--- config.mk ---
export PLATFORM = sky130hd
export DESIGN_NAME = arb_requester
export DESIGN_NICKNAME = d
export VERILOG_FILES = /design/src/rtl/arb_pkg.sv /design/src/rtl/arb_req_fifo.sv /design/src/rtl/arb_requester.sv
export SDC_FILE = /design/constraint.sdc
export NUM_CORES = 1
export LEC_CHECK = 0
export ABC_AREA = 1
export BUFFER_PORTS_ARGS = -buffer_cell sky130_fd_sc_hd__buf_2
export CORE_UTILIZATION = 46
export CTS_CLUSTER_SIZE = 8
export DETAILED_ROUTE_END_ITERATION = 12
export GPL_ROUTABILITY_DRIVEN = 0
export HOLD_SLACK_MARGIN = 0.1
export SYNTH_ARGS = -nofsm -noshare
export SYNTH_HDL_FRONTEND = slang
export SYNTH_SLANG_ARGS = --single-unit
export TNS_END_PERCENT = 1
--- constraint.sdc ---
create_clock -name clk -period 2.3 [get_ports clk]
set_input_delay 0.46 -clock clk [delete_from_list [all_inputs] [get_ports clk]]
set_output_delay 0.46 -clock clk [all_outputs]
set_load 0.02 [all_outputs]
--- src/rtl/arb_pkg.sv ---
// Types and helpers shared by the arbiter requester and the arbiter's bench.
package arb_pkg;

  typedef enum logic [1:0] {
    IDLE    = 2'd0,
    REQ     = 2'd1,
    HOLDOFF = 2'd2
  } arb_state_e;

  // Default-width beat. Blocks with a parameterised DATA_W declare the same
  // {last, data} layout locally at their own width.
  localparam int ARB_DATA_W = 8;

  typedef struct packed {
    logic                  last;
    logic [ARB_DATA_W-1:0] data;
  } arb_beat_t;

  // Width of an occupancy counter that must hold 0..depth inclusive.
  function automatic int arb_cnt_w(input int depth);
    return $clog2(depth + 1);
  endfunction

endpackage

--- src/rtl/arb_req_fifo.sv ---
// Synchronous first-word-fall-through FIFO with async reset; head entry is
// visible on rdata whenever the FIFO is not empty.
module arb_req_fifo
  import arb_pkg::*;
#(
  parameter  int WIDTH = 9,
  parameter  int DEPTH = 4,
  localparam int CNT_W = arb_cnt_w(DEPTH),
  localparam int PTR_W = $clog2(DEPTH)
) (
  input  logic             clk,
  input  logic             rst,
  input  logic             push,
  input  logic [WIDTH-1:0] wdata,
  input  logic             pop,
  output logic [WIDTH-1:0] rdata,
  output logic             full,
  output logic             empty,
  output logic [CNT_W-1:0] count
);

  logic [DEPTH-1:0][WIDTH-1:0] mem;
  logic [PTR_W-1:0]            wr_ptr;
  logic [PTR_W-1:0]            rd_ptr;
  logic                        do_push;
  logic                        do_pop;

  assign full    = (count == CNT_W'(DEPTH));
  assign empty   = (count == '0);
  assign do_push = push && !full;
  assign do_pop  = pop && !empty;
  assign rdata   = mem[rd_ptr];

  // Storage is not reset; only pointers and occupancy define validity.
  always_ff @(posedge clk) begin
    if (do_push) mem[wr_ptr] <= wdata;
  end

  // DEPTH is a power of two, so pointer overflow is the modulo wrap.
  always_ff @(posedge clk or posedge rst) begin
    if (rst) begin
      wr_ptr <= '0;
      rd_ptr <= '0;
      count  <= '0;
    end else begin
      if (do_push) wr_ptr <= wr_ptr + 1'b1;
      if (do_pop)  rd_ptr <= rd_ptr + 1'b1;
      case ({do_push, do_pop})
        2'b10:   count <= count + 1'b1;
        2'b01:   count <= count - 1'b1;
        default: count <= count;
      endcase
    end
  end

endmodule

--- src/rtl/arb_requester.sv ---
// Client agent for one round-robin arbiter port: buffers beats, requests,
// forwards one beat per granted cycle and inserts a holdoff after each packet.
module arb_requester
  import arb_pkg::*;
#(
  parameter int DATA_W       = 8,
  parameter int DEPTH        = 4,
  parameter int STARVE_LIMIT = 32
) (
  input  logic              clk,
  input  logic              rst,
  input  logic              in_valid,
  output logic              in_ready,
  input  logic [DATA_W-1:0] in_data,
  input  logic              in_last,
  output logic              req,
  input  logic              grant,
  output logic              out_valid,
  output logic [DATA_W-1:0] out_data,
  output logic              out_last,
  output logic              starve,
  output logic              err
);

  localparam int CNT_W = arb_cnt_w(DEPTH);
  localparam int WC_W  = $clog2(STARVE_LIMIT + 1);

  typedef struct packed {
    logic              last;
    logic [DATA_W-1:0] data;
  } beat_t;

  beat_t            in_beat;
  beat_t            head;
  logic             full;
  logic             empty;
  logic [CNT_W-1:0] count;
  logic             push;
  logic             pop;
  logic             cnt_nz_nxt;
  arb_state_e       state;
  arb_state_e       state_nxt;
  logic [WC_W-1:0]  wait_cnt;
  logic [WC_W-1:0]  wait_cnt_nxt;

  assign in_beat  = '{last: in_last, data: in_data};
  assign in_ready = !full;
  assign push     = in_valid && in_ready;
  assign req      = (state == REQ);
  assign pop      = req && grant && !empty;

  arb_req_fifo #(
    .WIDTH ($bits(beat_t)),
    .DEPTH (DEPTH)
  ) u_fifo (
    .clk   (clk),
    .rst   (rst),
    .push  (push),
    .wdata (in_beat),
    .pop   (pop),
    .rdata (head),
    .full  (full),
    .empty (empty),
    .count (count)
  );

  // Outside REQ nothing pops, so next-cycle occupancy is nonzero iff either
  // something is buffered or a beat lands this cycle.
  assign cnt_nz_nxt = (count != '0) || push;

  always_ff @(posedge clk or posedge rst) begin
    if (rst) state <= IDLE;
    else     state <= state_nxt;
  end

  always_comb begin
    state_nxt = state;
    case (state)
      IDLE:    if (cnt_nz_nxt) state_nxt = REQ;
      REQ: begin
        if (pop && head.last)
          state_nxt = HOLDOFF;
        else if (pop && (count == CNT_W'(1)) && !push)
          state_nxt = IDLE;
      end
      HOLDOFF: state_nxt = cnt_nz_nxt ? REQ : IDLE;
      default: state_nxt = IDLE;
    endcase
  end

  // Registered output stage: one-cycle beat latency, payload held when idle.
  always_ff @(posedge clk or posedge rst) begin
    if (rst) begin
      out_valid <= 1'b0;
      out_data  <= '0;
      out_last  <= 1'b0;
    end else begin
      out_valid <= pop;
      if (pop) begin
        out_data <= head.data;
        out_last <= head.last;
      end
    end
  end

  always_comb begin
    wait_cnt_nxt = '0;
    if (req && !grant)
      wait_cnt_nxt = (wait_cnt == WC_W'(STARVE_LIMIT)) ? wait_cnt : wait_cnt + 1'b1;
  end

  // starve tracks the counter value it is registered alongside, so it drops
  // the cycle after a grant clears the counter.
  always_ff @(posedge clk or posedge rst) begin
    if (rst) begin
      wait_cnt <= '0;
      starve   <= 1'b0;
      err      <= 1'b0;
    end else begin
      wait_cnt <= wait_cnt_nxt;
      starve   <= (wait_cnt_nxt == WC_W'(STARVE_LIMIT));
      if (grant && !req) err <= 1'b1;
    end
  end

endmodule

=== Yosys cells after proc, flatten, opt, wreduce, memory -nomap -nowiden ===
Cells that the tools add are included.

* $lt $le $gt $ge: 3
* Mux-type cells: 13
* Add/subtract/negate cells: 5
* Eq/ne operators: 10
* Reductions and logical operators: 22

{| class="wikitable"
|+ Operator list
! cell !! number
|-
| 36-bit bitwise mux || 1
|-
| 9-bit binary-select mux with 2-bit select || 1
|-
| 9-bit demux with 2-bit select || 1
|-
| 9-bit two-way mux || 2
|-
| 6-bit == test, second input constant || 2
|-
| 6-bit two-way mux || 2
|-
| 1-bit logical AND || 11
|-
| 6-bit by 1-bit adder with 6-bit output, second input constant || 1
|-
| 2-bit by 3-bit < comparator with 1-bit output, second input constant || 2
|-
| 2-bit two-way mux || 3
|-
| 2-bit one-hot mux with 3 select lines || 1
|-
| 3-bit one-hot mux with 2 select lines || 1
|-
| 1-bit zero test || 5
|-
| 2-bit by 1-bit adder with 2-bit output, second input constant || 2
|-
| 2-bit by 1-bit == test with 1-bit output, second input constant || 2
|-
| 2-bit == test, second input constant || 2
|-
| 3-bit by 1-bit adder with 3-bit output, second input constant || 1
|-
| 3-bit by 1-bit == test with 1-bit output, second input constant || 1
|-
| 3-bit == test, second input constant || 1
|-
| 3-bit zero test || 1
|-
| 3-bit by 1-bit != test with 1-bit output, second input constant || 1
|-
| 3-bit nonzero test || 1
|-
| 3-bit by 1-bit subtractor with 3-bit output, second input constant || 1
|-
| 2-bit by 1-bit >= comparator with 1-bit output, second input constant || 1
|-
| other kinds (6) || 6
|}

* Output and inout port bits: 14
* Register bits after elaboration: 63

=== Longest topological paths before layout ===
Gate-level depths: netlist of run 1.

* Depth in word-level cells: 8
* Depth in mapped cells: 14
* Depth with buffers taken out: 13

=== By module ===
Synthesis of run 1 repeated with hierarchy kept, for this count alone.

* Cells, all modules: 278
* Area, all modules: 2864.0 um2

{| class="wikitable"
|+ Modules (own cells, without submodules)
! module !! instances !! cells each !! seq. area each (um2) !! area each (um2)
|-
| arb_req_fifo || 1 || 166 || 1256.2 || 1889.3
|-
| arb_requester || 1 || 112 || 500.5 || 974.7
|}

=== Worst setup path after synthesis of run 1 ===
Ideal clock, no wire load.

* Path kind: reg-to-reg
* Start: reg u_fifo.count[0]
* End: reg u_fifo.count[2]
* Stages on the path, launching flop included: 14
* Period minus slack after synthesis: 1.940 ns
* Data required time: 2.182 ns
* Path buffers: 1
* Arrival time: 1.822 ns
* Setup slack: 0.360 ns
* Cells stage by stage: dfrtp_1 -> inv_1 -> ha_1 -> inv_1 -> nor2_1 -> nor2_2 -> nand2_4 -> clkinv_4 -> buf_6 -> ha_1 -> nor2_1 -> o21ai_0 -> xor2_1 -> inv_1

* Cells in the longest elaborated chain, start to end: 6
* Elaborated cells between the ends (all ways): 14

{| class="wikitable"
|+ RTL lines
! what !! RTL line !! RTL
|-
| from (decl) || arb_req_fifo.sv:19 || <nowiki>output logic [CNT_W-1:0] count</nowiki>
|-
| from (signal assigned) || arb_req_fifo.sv:49 || <nowiki>2'b10: count <= count + 1'b1;</nowiki>
|-
| from (signal assigned) || arb_req_fifo.sv:50 || <nowiki>2'b01: count <= count - 1'b1;</nowiki>
|-
| from (signal assigned) || arb_req_fifo.sv:51 || <nowiki>default: count <= count;</nowiki>
|-
| 3-bit zero test * || arb_req_fifo.sv:29 || <nowiki>assign empty = (count == '0);</nowiki>
|-
| 1-bit zero test * || arb_requester.sv:50 || <nowiki>assign pop = req && grant && !empty;</nowiki>
|-
| 1-bit logical AND * || arb_requester.sv:50 ||
|-
| named net pop || arb_requester.sv:39 || <nowiki>logic pop;</nowiki>
|-
| 1-bit logical AND * || arb_req_fifo.sv:31 || <nowiki>assign do_pop = pop && !empty;</nowiki>
|-
| 2-bit by 1-bit == test with 1-bit output or 2-bit == test (tied branches) || arb_req_fifo.sv:48 || <nowiki>case ({do_push, do_pop})</nowiki>
|-
| 3-bit one-hot mux with 2 select lines or 2-bit nonzero test (tied branches) || - ||
|}

The timed path passes the listed nets; every way through them passes the cells marked *.
A chain may end at the register's enable or synchronous reset.

=== Worst setup path after layout of run 1 ===
* Start: reg u_fifo.count[0]
* End: reg u_fifo.count[2]

* Cells in the longest elaborated chain, start to end: 6
* Elaborated cells between the ends (all ways): 14

{| class="wikitable"
|+ RTL lines
! what !! RTL line
|-
| 3-bit == test or 3-bit zero test (tied branches) || arb_req_fifo.sv:28, arb_req_fifo.sv:29
|-
| 1-bit zero test, on equally long branches || -
|-
| 1-bit logical AND, on equally long branches || arb_requester.sv:48, arb_requester.sv:50
|-
| 1-bit logical AND, on equally long branches || arb_req_fifo.sv:30, arb_req_fifo.sv:31
|-
| 2-bit by 1-bit == test with 1-bit output or 2-bit == test (tied branches) || arb_req_fifo.sv:48
|-
| 3-bit one-hot mux with 2 select lines or 2-bit nonzero test (tied branches) || -
|}

Several ways; a longest one is shown, not always the timed one.

==> results of run 1 <==
## routing by layer
layer  routed length [um]  global-route usage
met3                  146              0.0598
met2                 2320               0.284
met5                    0                   0
met1                 2250               0.218
met4                   96              0.0982
## cell usage after synthesis (3+ instances only)
| cell type | number |
|---|---|
| nor2_1 | 53 |
| edfxtp_1 | 36 |
| inv_1 | 30 |
| dfrtp_1 | 27 |
| nand2_1 | 21 |
| o21ai_0 | 18 |
| nand3_1 | 14 |
| ha_1 | 11 |
| a31oi_1 | 8 |
| nor2_2 | 5 |
| nand4_1 | 4 |
| xor2_1 | 3 |
## power groups by stage
| stage | clock network, W | logic, W | registers (W) |
|---|---|---|---|
| after floorplan | 0 | 0.000947 | 0.00177 |
| after detailed placement | 0 | 0.00136 | 0.00173 |
| after global routing | 0.00113 | 0.00153 | 0.00175 |
| final | 0.00106 | 0.00134 | 0.00170 |
| after global placement | 0 | 0.00133 | 0.00173 |
| after CTS | 0.00107 | 0.00137 | 0.00171 |
## sequential cells by signal, indices dropped and copies added (netlist names)
name,count
u_fifo.wr_ptr,2
err,1
starve,1
u_fifo.rd_ptr,2
u_fifo.count,3
wait_cnt,6
out_valid,1
u_fifo.mem,36
out_last,1
out_data,8
state,2
## cell usage in the layout, fill, tap and decap left out
cell type,instances
a31oi_1,8
inv_6,1
nand2_4,1
a21oi_1,1
nor2_2,5
clkinv_1,2
nor3_1,1
dfrtp_1,27
xnor2_1,2
o21ai_1,1
edfxtp_1,36
nand2_1,21
clkinv_2,2
nor3_2,1
buf_4,6
nor2_4,1
inv_1,30
ha_1,11
o21bai_1,1
nand4_1,4
clkbuf_8,9
nand3_2,1
nor2_1,53
clkinv_4,3
nand3_1,14
o21ai_0,18
bufinv_16,2
buf_2,26
xor2_1,3
nand2_2,2
## worst max-delay path: stages (launching register included)
cell and delay [ns]:
dfrtp_1 0.42, inv_1 0.10, ha_1 0.16, inv_1 0.05, nor2_1 0.11, nor2_2 0.06, nand2_4 0.08, clkinv_4 0.14
ha_1 0.38, nor2_1 0.11, o21ai_0 0.09, xor2_1 0.13, inv_1 0.05
## stage by stage
step | hold WS [ns] | std cells
floorplan | 0.428 | 251
global placement | 0.445 | 349
detailed placement | 0.449 | 349
CTS | 0.170 | 365
global route | 0.205 | 365
finish | 0.165 | 365
## logic make-up after synthesis
kind of cell | count (synthesis)
AOI/OAI and AO/OA | 29
xor gates and xnor gates | 5
adders and majority gates | 11
buffers and inverters | 39
DFF | 63
and+or+nand+nor | 104
## final cells by class
class	count	area share
Sequential cell	63	0.553
Inverter	33	0.0406
Timing Repair Buffer	32	0.0552
Tap cell	72	0.0284
Clock inverter	7	0.0304
Multi-Input combinational cell	149	0.253
Clock buffer	9	0.0390
## worst paths after layout
kind                                 startpoint          endpoint  slack, ns  cells after the start
worst max-delay path            u_fifo.count[0]   u_fifo.count[2]       0.32                     12
worst min-delay path                        rst       out_data[3]       0.16                      3
worst max register to register  u_fifo.count[0]   u_fifo.count[2]       0.32                     12
worst min register to register         state[0]          state[0]       0.45                      1
max in group asynchronous                   rst  u_fifo.rd_ptr[1]       1.87                      3
min in group clk                     in_data[5]     u_fifo.mem[5]       0.32                      1
==> metrics, run 1 <==
status=finished, final reports clean; number of cell rows=27; Clk Latency, worst-skew pair=0.35 ns; cell taking the most area after synthesis=edfxtp_1; post-route cell area=3170 sq um; Yosys reg bits=63; Fillers=521; synthesized area=2740 sq um; max cap viols=0; Worst-Margin Slew=0.479 ns; CTS clk-pin slew, worst paths=0.08 ns; Net Switching=0.00151 W; sw frac=0.366; setup ws final=0.316 ns; CP Data Arrival Time=2.22 ns; Placed Area=2950 sq um; critical path endpoint category=flip-flop; Comb pwr share=0.327; Placement Setup Slack=0.304 ns; Clock Skew=0.00935 ns; clock buffer count from CTS=9; Netlist cell types=28; Worst slew margin=0.679; total leakage power=1.41 nW; I/O pins=27; core area=5610 sq um; CTS sink count=63; CP Launch Type=flip-flop; clock buffer depth=2; vias in the first global route=1692; critical-path maximum fanout=20; Ys Warns=0; Synth Area in Compound Gates=0.0576; cell area power density=1290 nW/um^2; EDFF count, synth=36; GRT overflow=0; Multi-input gate area=803 sq um; Reg power frac=0.414; Register Area=1760 sq um; ratio of cells with drive above 1 in the final layout=0.205; Post-Syn Area per Cell=10.9 sq um; DRC viols=0; number of DRC markers in iteration 0=68; Finished Core Util=0.566; sequential fraction of the synthesis area=0.642; internal power=0.00260 W; Most used DFF post-synth=edfxtp_1; port bufs=26; initial antenna violation count=0; routed vias=1753; post-DP HPWL=3.16 mm; Post-CTS Hold Buffers=0; main combinational cell family by area after synthesis=simple AND/OR/NAND/NOR gates; post-layout min period=1.98 ns; Synth Instances=251; Pre-Repair DR Iteration Count=4; CTS HTree Levels=3; CTS tree=done; clock network power share=0.259; XOR/XNOR share of the synthesized area=0.0160; Post-synth ARST share=0.429; n_diodes=0; critical path class=flip-flop to flip-flop; P&R area growth vs syn=16.1%; class of the worst hold path=input pin to asynchronous set/reset pin; total power=0.00411 W; Nets=312; unrepaired setup endpoints after global routing=false; Synth Area in Simple Gates=0.170; worst vdd ir=0.000540 V; Max Clk Rate=0.504 GHz; post-route ant nets=0; first-pass GRT wire length=8.02 mm; endpoints failing hold=0; GR Util All Layers=0.180; largest net degree at the start of global routing=28; Avg Vias per Cell=4.80; TNS Setup=0 ns; share of the synthesized area in the top cell type=0.395; final WL=4.82 mm; post-synthesis adder-cell area fraction=0.0503; worst path required time=2.53 ns; Die W=79.1 um; Setup Buffers After CTS=0; Initial Util=0.488; Final Max Tran Viols=0; syn_nets=275; final setup fails=0; DIE AREA=6260 sq um; Routed WL per cell=13.2 um; largest cells by area after synthesis=edfxtp_1 40%, dfrtp_1 25%, nor2_1 7.3%, ha_1 5.0%, inv_1 4.1%; multiplexer share of the synthesized area=0; PostCTS Resize Cnt=0; die height=79.1 um; crit share post-route=0.863; root buffer cell=clkbuf_8
Power figures use the tool's default switching activity.
==> run 2: changes to the inputs <==
Settings changed: CORE_UTILIZATION 46 to 30.
==> run 2 against run 1 <==
  * Critical endpoint unchanged
  * Highest routed layer unchanged
  * First-iteration DRC count grew 16%
  * Via count is essentially flat
  * Non-clock buffer count unchanged
  * Fmax fell by 1.7%
  * Combinational power about the same
  * Routed wire length about the same
  * Global-route usage shrank 6.9 points
==> metrics, run 2 (synthesis results as in run 1) <==
CTS HTree Levels=3 (unchanged); post-route cell area=3170 sq um (-0.16%); die height=97.5 um (+23%); Max Clk Rate=0.495 GHz (-1.7%); Top reg by flops=u_fifo.mem; n_diodes=0 (unchanged); Top cell by count, worst path=inv_1; CTS sink count=63 (unchanged); critical path class=flip-flop to flip-flop; class of the worst hold path=input pin to asynchronous set/reset pin; CP bufs+invs=4 (unchanged); WHS=0.180 ns (+0.0151 ns); Worst-Margin Slew=0.491 ns (+0.0114 ns); leading cell type in the layout, fill and taps excluded=nor2_1; Clock Skew=0.00734 ns (-0.00201 ns); R2R depth=12 (unchanged); Pre-Repair DR Iteration Count=4 (unchanged); CP Launch Type=flip-flop; worst vdd ir=0.000374 V (-31%); critical path endpoint category=flip-flop; GRT overflow=0 (unchanged); cell area power density=1220 nW/um^2 (-5.7%); DIE AREA=9500 sq um (+52%); worst reg2reg path endpoint=u_fifo.count[2]; final setup fails=0 (unchanged); Placed Area=3000 sq um (+1.5%); largest registers=u_fifo.mem x36, out_data x8, wait_cnt x6; post-layout min period=2.02 ns (+0.0350 ns); Critical path origin=u_fifo.count[0]; CP delay by family, top=adder cells; CTS tree=done; root buffer cell=clkbuf_8; GR Util All Layers=0.111 (-0.0694); unrepaired setup endpoints after global routing=false; initial antenna violation count=0 (unchanged); commonest cells after routing, fill and taps aside=53 x nor2_1, 36 x edfxtp_1, 30 x inv_1; CP Data Arrival Time=2.25 ns (+0.03 ns); P&R area growth vs syn=15.9%; critical path's slowest cell=dfrtp_1; worst path required time=2.53 ns (about the same); max reg flops=36 (unchanged); crit share post-route=0.878 (+0.0152); vias in the first global route=1628 (-3.8%); status=finished, final reports clean; largest net degree at the start of global routing=28 (unchanged); Worst R2R Start=u_fifo.count[0]; Final Max Tran Viols=0 (unchanged); PostCTS Resize Cnt=0 (unchanged); critical-path maximum fanout=20 (unchanged); Avg Vias per Cell=4.37 (-8.9%); flop2flop setup slack=0.28 ns (-0.03 ns); ratio of cells with drive above 1 in the final layout=0.201 (-0.00341); Setup Buffers After CTS=0 (unchanged); Nets=312 (unchanged); Die W=97.5 um (+23%); Initial Util=0.312 (-0.176); CTS clk-pin slew, worst paths=0.07 ns (about the same); routed vias=1754 (+0.057%); final WL=4.82 mm (about the same); clock buffer count from CTS=9 (unchanged); post-DP HPWL=3.26 mm (+3.0%); Clk Latency, worst-skew pair=0.34 ns (about the same); port bufs=26 (unchanged); number of cell rows=34 (+26%); I/O pins=27 (unchanged); Routed WL per cell=12.0 um (-9.0%); endpoints failing hold=0 (unchanged); first-pass GRT wire length=7.98 mm (-0.51%); core area=8760 sq um (+56%); setup ws final=0.281 ns (-0.0350 ns); CP max stage delay=0.43 ns (about the same); worst-path cell chain=inv_1 > ha_1 > inv_1 > nor2_1 > nor2_2 > nand2_4 > clkinv_4 > ha_1 > nor2_1 > o21ai_0 > xor2_1 > inv_1; TNS Setup=0 ns (unchanged); number of DRC markers in iteration 0=79 (+16%); Worst slew margin=0.673 (-0.00565); clock buffer depth=2 (unchanged); total leakage power=1.38 nW (-2.1%); Post-CTS Hold Buffers=0 (unchanged); Placement Setup Slack=0.279 ns (-0.0250 ns); post-route ant nets=0 (unchanged); max cap viols=0 (unchanged); DRC viols=0 (unchanged)
[run 2: cell count changes in the layout (fill, tap and decap cells not counted), sizes merged]
cell      previous run  this run
bufinv               2         0
inv                 31        32
clkinvlp             0         2
clkinv               7         6
[run 2: per-stage QoR]
stage / power (W) / instances / utilization
finish: 0.00387 / 401 / 0.362
global route: 0.00417 / 401 / 0.362
CTS: 0.00393 / 401 / 0.362
detailed placement: 0.00310 / 385 / 0.342
global placement: 0.00306 / 385 / 0.342
floorplan: 0.00272 / 251 / -
[run 2: worst max-delay path by stage]
| stage | end | slack (ns) | cells past startpoint |
|---|---|---|---|
| final | u_fifo.count[2] | 0.28 | 12 |
| after global routing | u_fifo.count[2] | 0.10 | 12 |
| after CTS | u_fifo.count[2] | 0.25 | 12 |
| after detailed placement | u_fifo.count[2] | 0.28 | 12 |
| after global placement | u_fifo.count[2] | 0.33 | 12 |
| after floorplan | u_fifo.count[2] | 0.36 | 13 |
[run 2: cell type report]
cell class	count	area, sq um
multi-input combinational	149	803
inverter	33	129
tap	108	135
fill	867	5590
clock buffer	9	124
clock inverter	7	46.3
timing repair buffer	32	175
sequential	63	1760
[run 2: where the power goes]
part | total [W] | switching, W | leakage [nW] | internal [W]
combinational | 0.00134 | 0.000870 | 0.640 | 0.000469
clock | 0.000818 | 0.000429 | 0.0835 | 0.000389
sequential | 0.00171 | 0.000192 | 0.654 | 0.00152
[run 2: worst reg2reg max path, delay by kind of cell (launching register included)]
| family | cells | cell delay (ns) |
|---|---|---|
| compound gates | 1 | 0.10 |
| flops | 1 | 0.43 |
| buf+inv | 4 | 0.34 |
| xor+xnor | 1 | 0.14 |
| fa+ha+maj | 2 | 0.54 |
| simple gates | 4 | 0.37 |
[run 2: per-layer routing]
| layer | vias up | global-route usage | wire (um) |
|---|---|---|---|
| met2 | 36 | 0.173 | 2300 |
| met1 | 812 | 0.134 | 2230 |
| met5 | - | 0 | 0 |
| li1 | 902 | - | - |
| met3 | 4 | 0.0504 | 247 |
| met4 | 0 | 0.0407 | 38 |
==> run 3: changes to the inputs <==
Settings changed: REMOVE_ABC_BUFFERS set to 1.
==> run 3 against run 2 <==
  * Hold slack got worse by 0.0065 ns
  * Clock power increased by 11%
  * First-iteration DRC count is 2.5% higher
  * Count of clock-buffer cells in the layout increased by 3
  * Largest cell class unchanged
  * Total power is 2.7% higher
  * Non-clock buffer count up 1
==> metrics, run 3 (synthesis results as in run 1) <==
unrepaired setup endpoints after global routing=false; CTS sink count=63 (unchanged); number of cell rows=34 (unchanged); TNS Setup=0 ns (unchanged); clock buffer depth=2 (unchanged); endpoints failing hold=0 (unchanged); crit share post-route=0.881 (+0.00341); DRC viols=0 (unchanged); Setup Buffers After CTS=0 (unchanged); worst path required time=2.53 ns (about the same); core area=8760 sq um (unchanged); critical path endpoint category=flip-flop; root buffer cell=clkbuf_8; max reg flops=36 (unchanged); Top reg by flops=u_fifo.mem; met2 Track Usage GR=0.180 (+0.00699); PostCTS Resize Cnt=0 (unchanged); leading cell type in the layout, fill and taps excluded=nor2_1; post-layout min period=2.03 ns (+0.00785 ns); Initial Util=0.312 (unchanged); Max Clk Rate=0.493 GHz (-0.39%); Die W=97.5 um (unchanged); Final Max Tran Viols=0 (unchanged); CTS HTree Levels=3 (unchanged); critical path class=flip-flop to flip-flop; post-DP HPWL=3.28 mm (+0.72%); CTS tree=done; port bufs=26 (unchanged); max cap viols=0 (unchanged); post-route cell area=3190 sq um (+0.63%); die height=97.5 um (unchanged); first-pass GRT wire length=8.27 mm (+3.6%); class of the worst hold path=input pin to asynchronous set/reset pin; Avg Vias per Cell=4.39 (+0.32%); final WL=4.95 mm (+2.7%); Clk Latency, worst-skew pair=0.34 ns (about the same); GRT overflow=0 (unchanged); setup ws final=0.273 ns (-0.00785 ns); total power=0.00397 W (+2.7%); ratio of cells with drive above 1 in the final layout=0.197 (-0.00409); status=finished, final reports clean; final setup fails=0 (unchanged); P&R area growth vs syn=16.6%; Worst slew margin=0.691 (+0.0180); Top Usage Layer GRT=met2; vias in the first global route=1668 (+2.5%); post-route ant nets=0 (unchanged); Post-CTS Hold Buffers=0 (unchanged); CP Data Arrival Time=2.25 ns (about the same); CTS clk-pin slew, worst paths=0.07 ns (about the same); Pre-Repair DR Iteration Count=4 (unchanged); largest net degree at the start of global routing=28 (unchanged); GR Util All Layers=0.116 (+0.00553); total leakage power=1.39 nW (+0.85%); met1 usage=0.142 (+0.00832); CP Launch Type=flip-flop; routed vias=1764 (+0.57%); n_diodes=0 (unchanged); initial antenna violation count=0 (unchanged); Worst-Margin Slew=0.461 ns (-0.0298 ns); commonest cells after routing, fill and taps aside=53 x nor2_1, 36 x edfxtp_1, 30 x inv_1; clock buffer count from CTS=9 (unchanged); Placement Setup Slack=0.267 ns (-0.0118 ns); I/O pins=27 (unchanged); critical-path maximum fanout=20 (unchanged); Clock Skew=0.00721 ns (-0.000131 ns); DIE AREA=9500 sq um (unchanged); Routed WL per cell=12.3 um (+2.5%); largest registers=u_fifo.mem x36, out_data x8, wait_cnt x6; met3 Usage GRT=0.0367 (-0.0137); Finished Core Util=0.364 (+0.00228); Placed Area=3010 sq um (+0.25%); number of DRC markers in iteration 0=81 (+2.5%); Nets=313 (+0.32%); cell area power density=1250 nW/um^2 (+2.1%); worst vdd ir=0.000388 V (+3.6%)
[run 3: metal layers]
layer	part of all wire	vias to the layer above
li1	-	900
met1	0.46	829
met2	0.48	24
met3	0.036	11
met4	0.025	0
met5	0	-
[run 3: power by group]
| part | internal [W] | switching (W) |
|---|---|---|
| Clock | 0.000498 | 0.000414 |
| Sequential | 0.00152 | 0.000156 |
| Combinational | 0.000483 | 0.000903 |
[run 3: final timing paths]
| kind | from | to | cells past startpoint | slack, ns |
|---|---|---|---|---|
| max | u_fifo.count[0] | u_fifo.count[2] | 12 | 0.27 |
| min | rst | out_valid | 3 | 0.17 |
| max reg2reg | u_fifo.count[0] | u_fifo.count[2] | 12 | 0.27 |
| min reg2reg | state[0] | state[0] | 1 | 0.47 |
| max in group asynchronous | rst | u_fifo.count[1] | 3 | 1.85 |
| min in group clk | in_data[2] | u_fifo.mem[2] | 1 | 0.34 |
[run 3: final cells by class]
class                   instances  area (sq um)
clock buffers                  12           135
fillers                       871          5570
repair buffers                 33           183
flip-flops and latches         63          1760
inverters                      33           129
clock inverters                 4          47.5
multi-input cells             149           803
well taps                     108           135
[run 3: stage by stage]
step | std cells | hold slack (ns)
floorplan | 245 | 0.428
global placement | 386 | 0.444
detailed placement | 386 | 0.455
CTS | 402 | 0.171
global route | 402 | 0.217
finish | 402 | 0.173
[run 3: worst max-delay path, cell delays in order (launching register included)]
cell and delay (ns):
dfrtp_1 0.42, inv_1 0.10, ha_1 0.16, inv_1 0.05
nor2_1 0.11, nor2_2 0.07, nand2_4 0.08, clkinv_4 0.14
ha_1 0.38, nor2_1 0.11, o21ai_0 0.10, xor2_1 0.13
inv_1 0.05
